<file path="config.mk">
export PLATFORM = sky130hd
export DESIGN_NAME = fifo_frame_reader
export DESIGN_NICKNAME = d
export VERILOG_FILES = /design/src/rtl/fifo_frame_reader.sv
export SDC_FILE = /design/constraint.sdc
export NUM_CORES = 1
export LEC_CHECK = 0
export ABC_AREA = 1
export BUFFER_PORTS_ARGS = -buffer_cell sky130_fd_sc_hd__buf_4
export CAP_MARGIN = 10
export CORE_MARGIN = 5
export CORE_UTILIZATION = 40
export CTS_CLUSTER_DIAMETER = 120
export DETAILED_ROUTE_END_ITERATION = 6
export PLACE_DENSITY = 0.71
export SYNTH_ARGS = -nofsm -noshare
export SYNTH_HDL_FRONTEND = slang
export SYNTH_SLANG_ARGS = --single-unit
</file>
<file path="constraint.sdc">
create_clock -name rdclk -period 2.35 [get_ports rdclk]
set_input_delay 0.1175 -clock rdclk [delete_from_list [all_inputs] [get_ports rdclk]]
set_output_delay 0.1175 -clock rdclk [all_outputs]
set_load 0.02 [all_outputs]
</file>
<file path="src/rtl/fifo_frame_reader.sv">
// fifo_frame_reader: pops a show-ahead FIFO and wraps the words into fixed-length frames on a
// valid/ready stream. Define FRAME_CHECKSUM_EN to append a checksum trailer word to every frame.
module fifo_frame_reader #(
  parameter int                    DATA_WIDTH     = 8,
  parameter int                    FRAME_LEN      = 16,
  parameter logic [DATA_WIDTH-1:0] HEADER_WORD    = 8'hA5,
  parameter logic [DATA_WIDTH-1:0] PAD_WORD       = 8'h00,
  parameter int                    TIMEOUT_CYCLES = 255
) (
  input  logic                  rdclk,
  input  logic                  clear,
  input  logic [DATA_WIDTH-1:0] q,
  input  logic                  rdempty,
  output logic                  rdreq,
  output logic [DATA_WIDTH-1:0] out_data,
  output logic                  out_valid,
  input  logic                  out_ready,
  output logic                  out_sof,
  output logic                  out_eof,
  output logic                  busy,
  output logic [15:0]           padded_frames
);

  localparam int                CNT_W    = $clog2(FRAME_LEN + 1);
  localparam int                TMO_W    = $clog2(TIMEOUT_CYCLES + 1);
  localparam logic [CNT_W-1:0]  LAST_IDX = CNT_W'(FRAME_LEN - 1);
  localparam logic [TMO_W-1:0]  TMO_LAST = TMO_W'(TIMEOUT_CYCLES - 1);

  // Each state names the word that will be loaded into the output register next.
  typedef enum logic [1:0] {
    IDLE,
    SEQ,
    PAY
`ifdef FRAME_CHECKSUM_EN
    , CSUM
`endif
  } state_t;

  state_t                  state, state_next;
  logic [DATA_WIDTH-1:0]   seq;
  logic [CNT_W-1:0]        pay_cnt;
  logic [TMO_W-1:0]        tmo;
  logic                    pad;
`ifdef FRAME_CHECKSUM_EN
  logic [DATA_WIDTH-1:0]   csum;
`endif

  logic                    ld;
  logic                    load;
  logic [DATA_WIDTH-1:0]   load_data;
  logic                    load_sof;
  logic                    load_eof;
  logic                    seq_load;
  logic                    word_load;
  logic                    starve;
  logic                    eof_xfer;

  assign ld       = !out_valid || out_ready;
  assign eof_xfer = out_valid && out_ready && out_eof;
  assign busy     = (state != IDLE);

  always_comb begin
    // NOTE: every signal driven here gets a default first, so no path can infer a latch.
    state_next = state;
    rdreq      = 1'b0;
    load       = 1'b0;
    load_data  = out_data;
    load_sof   = 1'b0;
    load_eof   = 1'b0;
    seq_load   = 1'b0;
    word_load  = 1'b0;
    starve     = 1'b0;
    case (state)
      IDLE: begin
        if (ld && !rdempty) begin
          load       = 1'b1;
          load_data  = HEADER_WORD;
          load_sof   = 1'b1;
          state_next = SEQ;
        end
      end
      SEQ: begin
        if (ld) begin
          load       = 1'b1;
          load_data  = seq;
          seq_load   = 1'b1;
          state_next = PAY;
        end
      end
      PAY: begin
        if (ld) begin
          if (pad) begin
            load      = 1'b1;
            load_data = PAD_WORD;
            word_load = 1'b1;
          end else if (!rdempty) begin
            load      = 1'b1;
            load_data = q;
            word_load = 1'b1;
            rdreq     = !clear;
          end else begin
            starve = 1'b1;
          end
          if (word_load && pay_cnt == LAST_IDX) begin
`ifdef FRAME_CHECKSUM_EN
            state_next = CSUM;
`else
            load_eof   = 1'b1;
            state_next = IDLE;
`endif
          end
        end
      end
`ifdef FRAME_CHECKSUM_EN
      CSUM: begin
        if (ld) begin
          load       = 1'b1;
          load_data  = csum;
          load_eof   = 1'b1;
          state_next = IDLE;
        end
      end
`endif
      default: state_next = IDLE;
    endcase
  end

  always_ff @(posedge rdclk) begin
    // NOTE: sequential state uses non-blocking assignments so every register sees pre-edge values.
    if (clear) begin
      state         <= IDLE;
      out_valid     <= 1'b0;
      out_data      <= '0;
      out_sof       <= 1'b0;
      out_eof       <= 1'b0;
      seq           <= '0;
      pay_cnt       <= '0;
      tmo           <= '0;
      pad           <= 1'b0;
      padded_frames <= '0;
`ifdef FRAME_CHECKSUM_EN
      csum          <= '0;
`endif
    end else begin
      state <= state_next;

      // A starved load slot empties the output register rather than repeating a word.
      if (ld) begin
        out_valid <= load;
        out_sof   <= load_sof;
        out_eof   <= load_eof;
        if (load) out_data <= load_data;
      end

      if (seq_load) begin
        pay_cnt <= '0;
        tmo     <= '0;
        pad     <= 1'b0;
`ifdef FRAME_CHECKSUM_EN
        csum    <= seq;
`endif
      end

      if (word_load) begin
        pay_cnt <= pay_cnt + 1'b1;
        tmo     <= '0;
`ifdef FRAME_CHECKSUM_EN
        csum    <= csum + load_data;
`endif
      end

      if (starve) begin
        tmo <= tmo + 1'b1;
        if (tmo == TMO_LAST) pad <= 1'b1;
      end

      // pad is still set here: the next frame's seq word cannot load before its header leaves.
      if (eof_xfer) begin
        seq <= seq + 1'b1;
        if (pad && padded_frames != 16'hFFFF) padded_frames <= padded_frames + 1'b1;
      end
    end
  end

endmodule
</file>
==> impl_metrics.yaml <==
route:
  wl_met1_um: 3166
  post_drt_wl_per_cell_um: 11.06
  wl_met3_um: 305
  drc: 0
  top_layer_used: "met4"
  route.met2.wl_um: 3005
  drt_iter0_markers: 101
  vias_per_cell: 4.753
  vias: 2804
  ant_nets: 0
  totalWireLength_um: 6528
  drt-pass1-iter-count: 4
cts:
  cts_tree: "done"
  cts_root_buf: "clkbuf_8"
  insertion_delay_ns: 0.30
  clk_pin_slew_worst_paths_ns: 0.09
  htree_num_levels: 2
  ctsHoldBuffers: 0
  cts_resized: 0
  cts_buffers: 5
  cts.path.max_buffers: 2
  postCtsSetupBuffers: 0
  cts.sinks: 51
grt:
  grt_pass1_wl_um: 11140
  antenna_found_initial: 0
  grt_use_total_pct: 14.94
  grt_max_degree: 24
  grt_pass1_vias: 2633
  grt_overflow: 0
sta:
  setup_violations: 0
  min_period_ns: 1.899
  grt_setup_unrepaired: "no"
  final_max_slew_viol_count: 0
  fin_crit_sh_pct: 80.82
  tightest_slew_ns: 0.8140
  holdWs_ns: 0.1599
  finalHoldViolCount: 0
  relSlewSlack_pct: 45.68
  worst_clock_skew_ns: 0.01073
  fmax_ghz: 0.5265
  finalSetupTns_ns: 0
yosys:
  yosys.cell_types.count: 28
  synthSimpleGateAreaFrac_pct: 36.80
  synth_flop_cell: "dfxtp_1"
  synth-async-reset-ratio_pct: 0
  synth_top_family_by_area: "simple AND/OR/NAND/NOR gates"
  syn_inst: 453
  synthAdderAreaFrac_pct: 4.284
  syn_area_um2: 2920
  yosys_warnings: 0
  synth_xor_area_share_pct: 0.8997
  synth_compound_area_share_pct: 10.88
  synth_fp_nets: 475
  ys_seq_elements: 51
  synth_edf_count: 0
  synth.area.mux_share_pct: 0
  synth_seq_area_share_pct: 34.96
  avgSynthCellArea_um2: 6.447
cells_and_area:
  drive_gt1_share_pct: 13.85
  fin_cells: 590
  final_common_cell: "nand2_1"
  syn_to_final_growth_pct: 14.87
  layout_common_cells: "119 x nand2_1, 72 x inv_1, 57 x nor2_1, 51 x dfxtp_1, 41 x buf_4"
  n_antenna_cell: 0
  final_nets: 514
flow_run:
  maxCapViolations: 0
floorplanning:
  boundaryPins: 41
  die-area_um2: 9110
  rows: 31
  die_x_um: 95.45
  start_util_pct: 40.70
  chipHeight_um: 95.45
  coreArea_um2: 7176
critical_path:
  crit_path_start_kind: "flip-flop"
  crit_fanout: 23
  cp.required_ns: 2.56
  crit_path_end_kind: "flip-flop"
  cp_data_arrival_time_ns: 2.11
  critPathKind: "flip-flop to flip-flop"
power_and_ir_drop:
  p_per_area_nw_per_um2: 759.0
  power_mw: 2.546
  leakage_nw: 1.490
  peakVddDrop_uv: 681.2
place:
  port_buffers: 40
  post-dp-hpwl_um: 4977
  place_congestion: 0.8678
  dp_cells: 584
hold_path:
  min_path_type: "primary input to flip-flop"
run_status:
  status: "completed"
## power by group
group | total [mW] | switching [mW] | internal (mW)
clock | 0.475 | 0.276 | 0.200
combinational | 1.04 | 0.670 | 0.367
sequential | 1.03 | 0.0700 | 0.964
total | 2.55 | 1.02 | 1.53
## registers in the layout, indices dropped and copies added (netlist names)
register / count
padded_frames: 16
out_data: 8
seq: 8
tmo: 8
pay_cnt: 5
state: 2
out_eof: 1
out_sof: 1
out_valid: 1
pad: 1
## layer usage
| metal | global-route usage, % | vias up |
|---|---|---|
| met4 | 4.147 | 0 |
| met1 | 19.20 | 1265 |
| met5 | 0 | - |
| met2 | 25.48 | 45 |
| met3 | 2.841 | 5 |
| li1 | - | 1489 |
## path summary, 6_finish.rpt
check | start | end | slack [ns] | cells after the start
setup reg to reg | padded_frames[0] | padded_frames[8] | 0.45 | 9
hold / removal | clear | seq[4] | 0.16 | 2
hold reg to reg | pay_cnt[3] | pay_cnt[3] | 0.47 | 2
setup / recovery | padded_frames[0] | padded_frames[8] | 0.45 | 9
## stage by stage
step	utilization [%]	setup WS [ns]	cell area [µm²]
after CTS	46.75	0.4445	3354
after global placement	45.74	0.5706	3282
final	46.75	0.4507	3354
after global routing	46.75	0.2392	3354
after detailed placement	45.74	0.4685	3282
after floorplan	-	0.7686	2920
## cell type report
cell class / count / area, µm²
sequential: 51 / 1021
inverter: 76 / 285.3
tap: 99 / 123.9
clock buffer: 6 / 72.57
timing repair buffer: 41 / 307.8
multi-input combinational: 317 / 1544
fill: 767 / 3821
## cell families (layout without fill, tap and decap cells)
group | after synthesis | count (layout)
AND/OR/NAND/NOR | 243 | 243
buffers and inverters | 85 | 123
AO/OA/AOI/OAI | 61 | 61
flip-flops | 51 | 51
adder cells (fa/ha/maj) | 10 | 10
XOR/XNOR | 3 | 3
## synth_stat cells (2+ instances only)
cell      count  area, µm²
nor2_2        4      25.02
nand2_4       2      22.52
o21ai_0      18      90.09
nand3_2       3      30.03
nor2_1       57      214.0
nor3_1       11      55.05
ha_1         10      125.1
dfxtp_1      51       1021
a21oi_1      37      185.2
nor2_4        3      33.78
buf_6         3      33.78
inv_1        72      270.3
xor2_1        3      26.28
nand2_2       4      25.02
nand3_1      31      155.2
clkbuf_1      4      15.01
nand2_1     119      446.7
nand4_1       7      43.79
inv_2         4      15.01
o21bai_1      2      15.01
## critical path: stages (launching register included)
cell	delay [ns]
dfxtp_1	0.35
ha_1	0.23
nand2_1	0.09
nor2_1	0.05
nand2_2	0.10
nor2_2	0.05
nor2_2	0.61
nand3_1	0.16
nand2_1	0.11
nor2_1	0.04
No activity file was read; power rests on OpenSTA's default activity.
